**config.mk**
```make
export PLATFORM = sky130hd
export DESIGN_NAME = oam_dma_controller
export DESIGN_NICKNAME = d
export VERILOG_FILES = /design/src/rtl/oam_dma_controller.sv
export SDC_FILE = /design/constraint.sdc
export NUM_CORES = 1
export LEC_CHECK = 0
export ABC_AREA = 0
export CELL_PAD_IN_SITES_DETAIL_PLACEMENT = 1
export CELL_PAD_IN_SITES_GLOBAL_PLACEMENT = 2
export CORE_ASPECT_RATIO = 0.75
export CORE_MARGIN = 5
export CORE_UTILIZATION = 24
export CTS_CLUSTER_SIZE = 10
export DETAILED_ROUTE_END_ITERATION = 16
export PLACE_DENSITY_LB_ADDON = 0.12
export SLEW_MARGIN = 20
export SYNTH_ARGS = -nofsm -noshare
export SYNTH_HDL_FRONTEND = slang
export SYNTH_SLANG_ARGS = --single-unit
```
**constraint.sdc**
```tcl
create_clock -name clk -period 1.65 [get_ports clk]
set_input_delay 0.2475 -clock clk [delete_from_list [all_inputs] [get_ports clk]]
set_output_delay 0.2475 -clock clk [all_outputs]
set_load 0.05 [all_outputs]
```
**src/rtl/oam_dma_controller.sv**
```systemverilog
// OAM DMA sequencer: a $4014 write halts the CPU and streams XFER_LEN bytes
// from page {reg_wdata, 00} to OAMDATA as alternating get/put bus cycles.
module oam_dma_controller #(
  parameter logic [15:0] OAMDATA_ADDR = 16'h2004,
  // Power of two, at most 256; idx is a fixed 8-bit byte index.
  parameter int unsigned XFER_LEN     = 256
) (
  input  logic        clk,
  input  logic        reset,
  input  logic        cpu_ce,
  input  logic        reg_we,
  input  logic [7:0]  reg_wdata,
  input  logic [7:0]  bus_rdata,
  output logic        cpu_rdy,
  output logic        dma_bus_own,
  output logic [15:0] dma_addr,
  output logic        dma_rd,
  output logic        dma_wr,
  output logic [7:0]  dma_wdata,
  output logic        dma_busy,
  output logic        put_cycle
);

  typedef enum logic [2:0] {
    S_IDLE,
    S_HALT,
    S_ALIGN,
    S_READ,
    S_WRITE
  } state_t;

  localparam logic [7:0] LAST_IDX = 8'(XFER_LEN - 1);

  state_t     state_q, state_d;
  logic       put_q, put_d;
  logic [7:0] page_q, page_d;
  logic [7:0] idx_q, idx_d;
  logic [7:0] data_q, data_d;

  always_ff @(posedge clk) begin
    if (reset) begin
      state_q <= S_IDLE;
      put_q   <= 1'b0;
      page_q  <= 8'h00;
      idx_q   <= 8'h00;
      data_q  <= 8'h00;
    end else begin
      state_q <= state_d;
      put_q   <= put_d;
      page_q  <= page_d;
      idx_q   <= idx_d;
      data_q  <= data_d;
    end
  end

  // Everything advances on CPU cycle boundaries only; parity runs free.
  always_comb begin
    state_d = state_q;
    put_d   = put_q;
    page_d  = page_q;
    idx_d   = idx_q;
    data_d  = data_q;
    if (cpu_ce) begin
      put_d = ~put_q;
      case (state_q)
        S_IDLE: begin
          if (reg_we) begin
            page_d  = reg_wdata;
            idx_d   = 8'h00;
            state_d = S_HALT;
          end
        end
        // A put HALT cycle is followed by a get, so READ can start at once.
        S_HALT:  state_d = put_q ? S_READ : S_ALIGN;
        S_ALIGN: state_d = S_READ;
        S_READ: begin
          data_d  = bus_rdata;
          state_d = S_WRITE;
        end
        S_WRITE: begin
          if (idx_q == LAST_IDX) begin
            idx_d   = 8'h00;
            state_d = S_IDLE;
          end else begin
            idx_d   = idx_q + 8'd1;
            state_d = S_READ;
          end
        end
        default: state_d = S_IDLE;
      endcase
    end
  end

  always_comb begin
    cpu_rdy     = 1'b0;
    dma_bus_own = 1'b0;
    dma_addr    = 16'h0000;
    dma_rd      = 1'b0;
    dma_wr      = 1'b0;
    dma_wdata   = 8'h00;
    dma_busy    = (state_q != S_IDLE);
    put_cycle   = put_q;
    case (state_q)
      S_IDLE:  cpu_rdy = 1'b1;
      S_HALT:  ;
      // Dummy cycle: bus owned, address parked on OAMDATA, no strobe.
      S_ALIGN: begin
        dma_bus_own = 1'b1;
        dma_addr    = OAMDATA_ADDR;
      end
      S_READ: begin
        dma_bus_own = 1'b1;
        dma_rd      = 1'b1;
        dma_addr    = {page_q, idx_q};
      end
      S_WRITE: begin
        dma_bus_own = 1'b1;
        dma_wr      = 1'b1;
        dma_addr    = OAMDATA_ADDR;
        dma_wdata   = data_q;
      end
      default: cpu_rdy = 1'b1;
    endcase
  end

endmodule

```
==> flow_metrics.tcl <==
set metrics [dict create \
    synthArstFlopShare_pct 0 \
    outcome "finished, violations left" \
    grt_busiest_layer "met2" \
    ys.flop_type "dfxtp_1" \
    synth_area_leader_cell "dfxtp_1" \
    synthesis.nets 199 \
    relSlewSlack_pct 76.4 \
    root_buffer "clkbuf_8" \
    rsz0062_at_grt "yes" \
    critPathCaptureType "primary output" \
    worstPathArrival_ns 1.44 \
    slowest_delay_ns 0.44 \
    holdBufCountCts 0 \
    synth_most_common_cell "nand2_1" \
    rows 24 \
    grt_first_pass_wirelength_microns 7790 \
    synth_common_cells "nand2_1, dfxtp_1, and2_1, a21oi_1, nand3_1" \
    timing.fmax_mhz 591 \
    clk_latency_ns 0.27 \
    ys_types 35 \
    die_h_microns 76 \
    finalNetCount 270 \
    insertedDiodeCount 0 \
    viasPerCell 4.44 \
    dieWidth_microns 98.0 \
    dieArea_sq_um 7450 \
    slew_viol_final 0 \
    crit_family "simple AND/OR/NAND/NOR gates" \
    syn_avg_cell_area_sq_um 7.83 \
    gp_congestion 0.716 \
    antenna_left 0 \
    max_cap_viol_count 0 \
    syn_inst 178 \
    portBuffers 49 \
    drtIter0Drc 17 \
    cts_tree "done" \
    first_pass_iters 4 \
    io_pins 50 \
    hold_ws_ns 0.461 \
    tightest_slew_ns 0.351 \
    hold_viol 0 \
    overflow 0 \
    core_area_sq_um 5740 \
    crit_chain "or3b_4 -> inv_8 -> and2_4 -> buf_12" \
    synth_top_area_share_pct 40.2 \
    wirelength_microns 4670 \
    power.density_nw_per_um2 537 \
    worst_ir_drop_vdd_v 0.000245 \
    path_buf_inv 2 \
    clkTransAtPathRegs_ns 0.09 \
    clock_sinks 28 \
    synth-seq-area-share_pct 40.2 \
    synth_edf_count 0 \
    final_core_util_pct 45.7 \
    yosys-top-cells-area "dfxtp_1, and2_1, nand2_1, a21oi_1, xnor2_1" \
    violations "setup timing" \
    min_path_type "flop to flop" \
    tns_ns -0.636 \
    ys_seq_elements 28 \
    htreeDepth 1 \
    required_ns 1.40 \
    grt_use_total_pct 12.6 \
    fin_crit_ns 1.69 \
    wire_per_inst_microns 14.4 \
    drc 0 \
    numCtsBuffers 3 \
    startpoint_type "flop" \
    worst_slack_ns -0.0420 \
    use_met1_pct 15.5 \
    finalCritPeriodShare_pct 103 \
    fin_total_pwr_w 0.00141 \
    path_class "flop to primary output" \
    first_global_vias 1567 \
    crit_slowest_cell "or3b_4" \
    antenna_found_initial 0 \
    use_met2_pct 22.6 \
    grt_use_met3_pct 3.11 \
    grt_max_degree 15 \
    synth_area_sq_um 1390 \
    cts_buffer_depth 2 \
    critPathMaxFanout 10 \
    skew_ns 0.00166 \
    setup_violations 25 \
    r2r_slack_ns 0.10 \
    num_vias 1442 \
    ys_warn_count 0 \
    dp_hpwl_microns 3530 \
    final_layout_size_suffix_gt1_share_pct 43.3 \
    cellLeakagePower_nw 0.995 \
    start_util_pct 24.3 \
    area_growth_pct 88.2 \
]
[area by class of cell]
class,count,area [sq um]
fillers,644,3110
repair buffers,77,1030
multi-input cells,136,867
flip-flops and latches,28,564
well taps,78,97.6
clock buffers,3,41.3
inverters,3,18.8
[routing by layer]
layer  wire length [microns]  vias to the layer above
met2                    2360                       27
li1                        -                      729
met3                     170                        2
met4                      22                        0
met1                    2120                      684
met5                       0                        -
[kinds of logic after synthesis]
| logic type | Yosys count | share of synthesized area (%) |
|---|---|---|
| and+or+nand+nor | 98 | 37.3 |
| xor gates and xnor gates | 7 | 4.40 |
| adders and majority gates | 1 | 0.898 |
| buffers and inverters | 14 | 5.30 |
| DFF | 28 | 40.2 |
| AOI/OAI and AO/OA | 30 | 11.9 |
[path summary, 6_finish.rpt]
path	depth (start not counted)	end	start
setup / recovery	4	dma_wdata[6]	state_q[0]$_SDFFE_PP0P_
hold / removal	2	data_q[7]$_SDFFE_PP0P_	data_q[7]$_SDFFE_PP0P_
setup reg to reg	6	idx_q[0]$_SDFFE_PP0P_	state_q[0]$_SDFFE_PP0P_
hold reg to reg	2	data_q[7]$_SDFFE_PP0P_	data_q[7]$_SDFFE_PP0P_
[worst min-delay path, delay by kind of cell, from the launching register on]
kind,cells,cell delay [ns]
AND/OR/NAND/NOR,1,0.05
AO/OA/AOI/OAI,1,0.05
flip-flops,1,0.32
[per-stage QoR]
stage               cell area (sq um)  setup WS [ns]  instances
finish                           2620        -0.0420        325
global route                     2620        -0.0902        325
CTS                              2580        -0.0590        322
detailed placement               2350         -0.196        308
global placement                 2350        -0.0938        308
floorplan                        1430         -0.165        178
[sequential cells by signal (all words and copies together), names as in the netlist]
signal,cells
page_q,8
put_cycle,1
data_q,8
idx_q,8
state_q,3
[report_power, final]
part	internal, W	switching (W)
Clock	0.000164	0.000209
Combinational	0.000166	0.000163
Sequential	0.000695	0.0000111
Total	0.00102	0.000383
[placed cells by master (no fill, tap or decap), types with 3 or more instances in the layout]
cell,instances
nand4_1,3
buf_6,7
clkdlybuf4s50_1,19
and2_4,22
clkbuf_8,3
buf_12,30
dfxtp_2,3
nor2_1,8
nor2_2,5
dfxtp_1,25
nand3_1,11
nand2_2,4
nand2_1,28
xnor2_1,7
a21oi_1,20
buf_4,20
[repair_timing]
action,in CTS,in global routing
gates resized for setup,38,8
setup endpoints to repair,27,29
gates cloned,1,0
setup buffers,10,3
pin swaps,10,2
No activity file was read; power rests on OpenSTA's default activity.
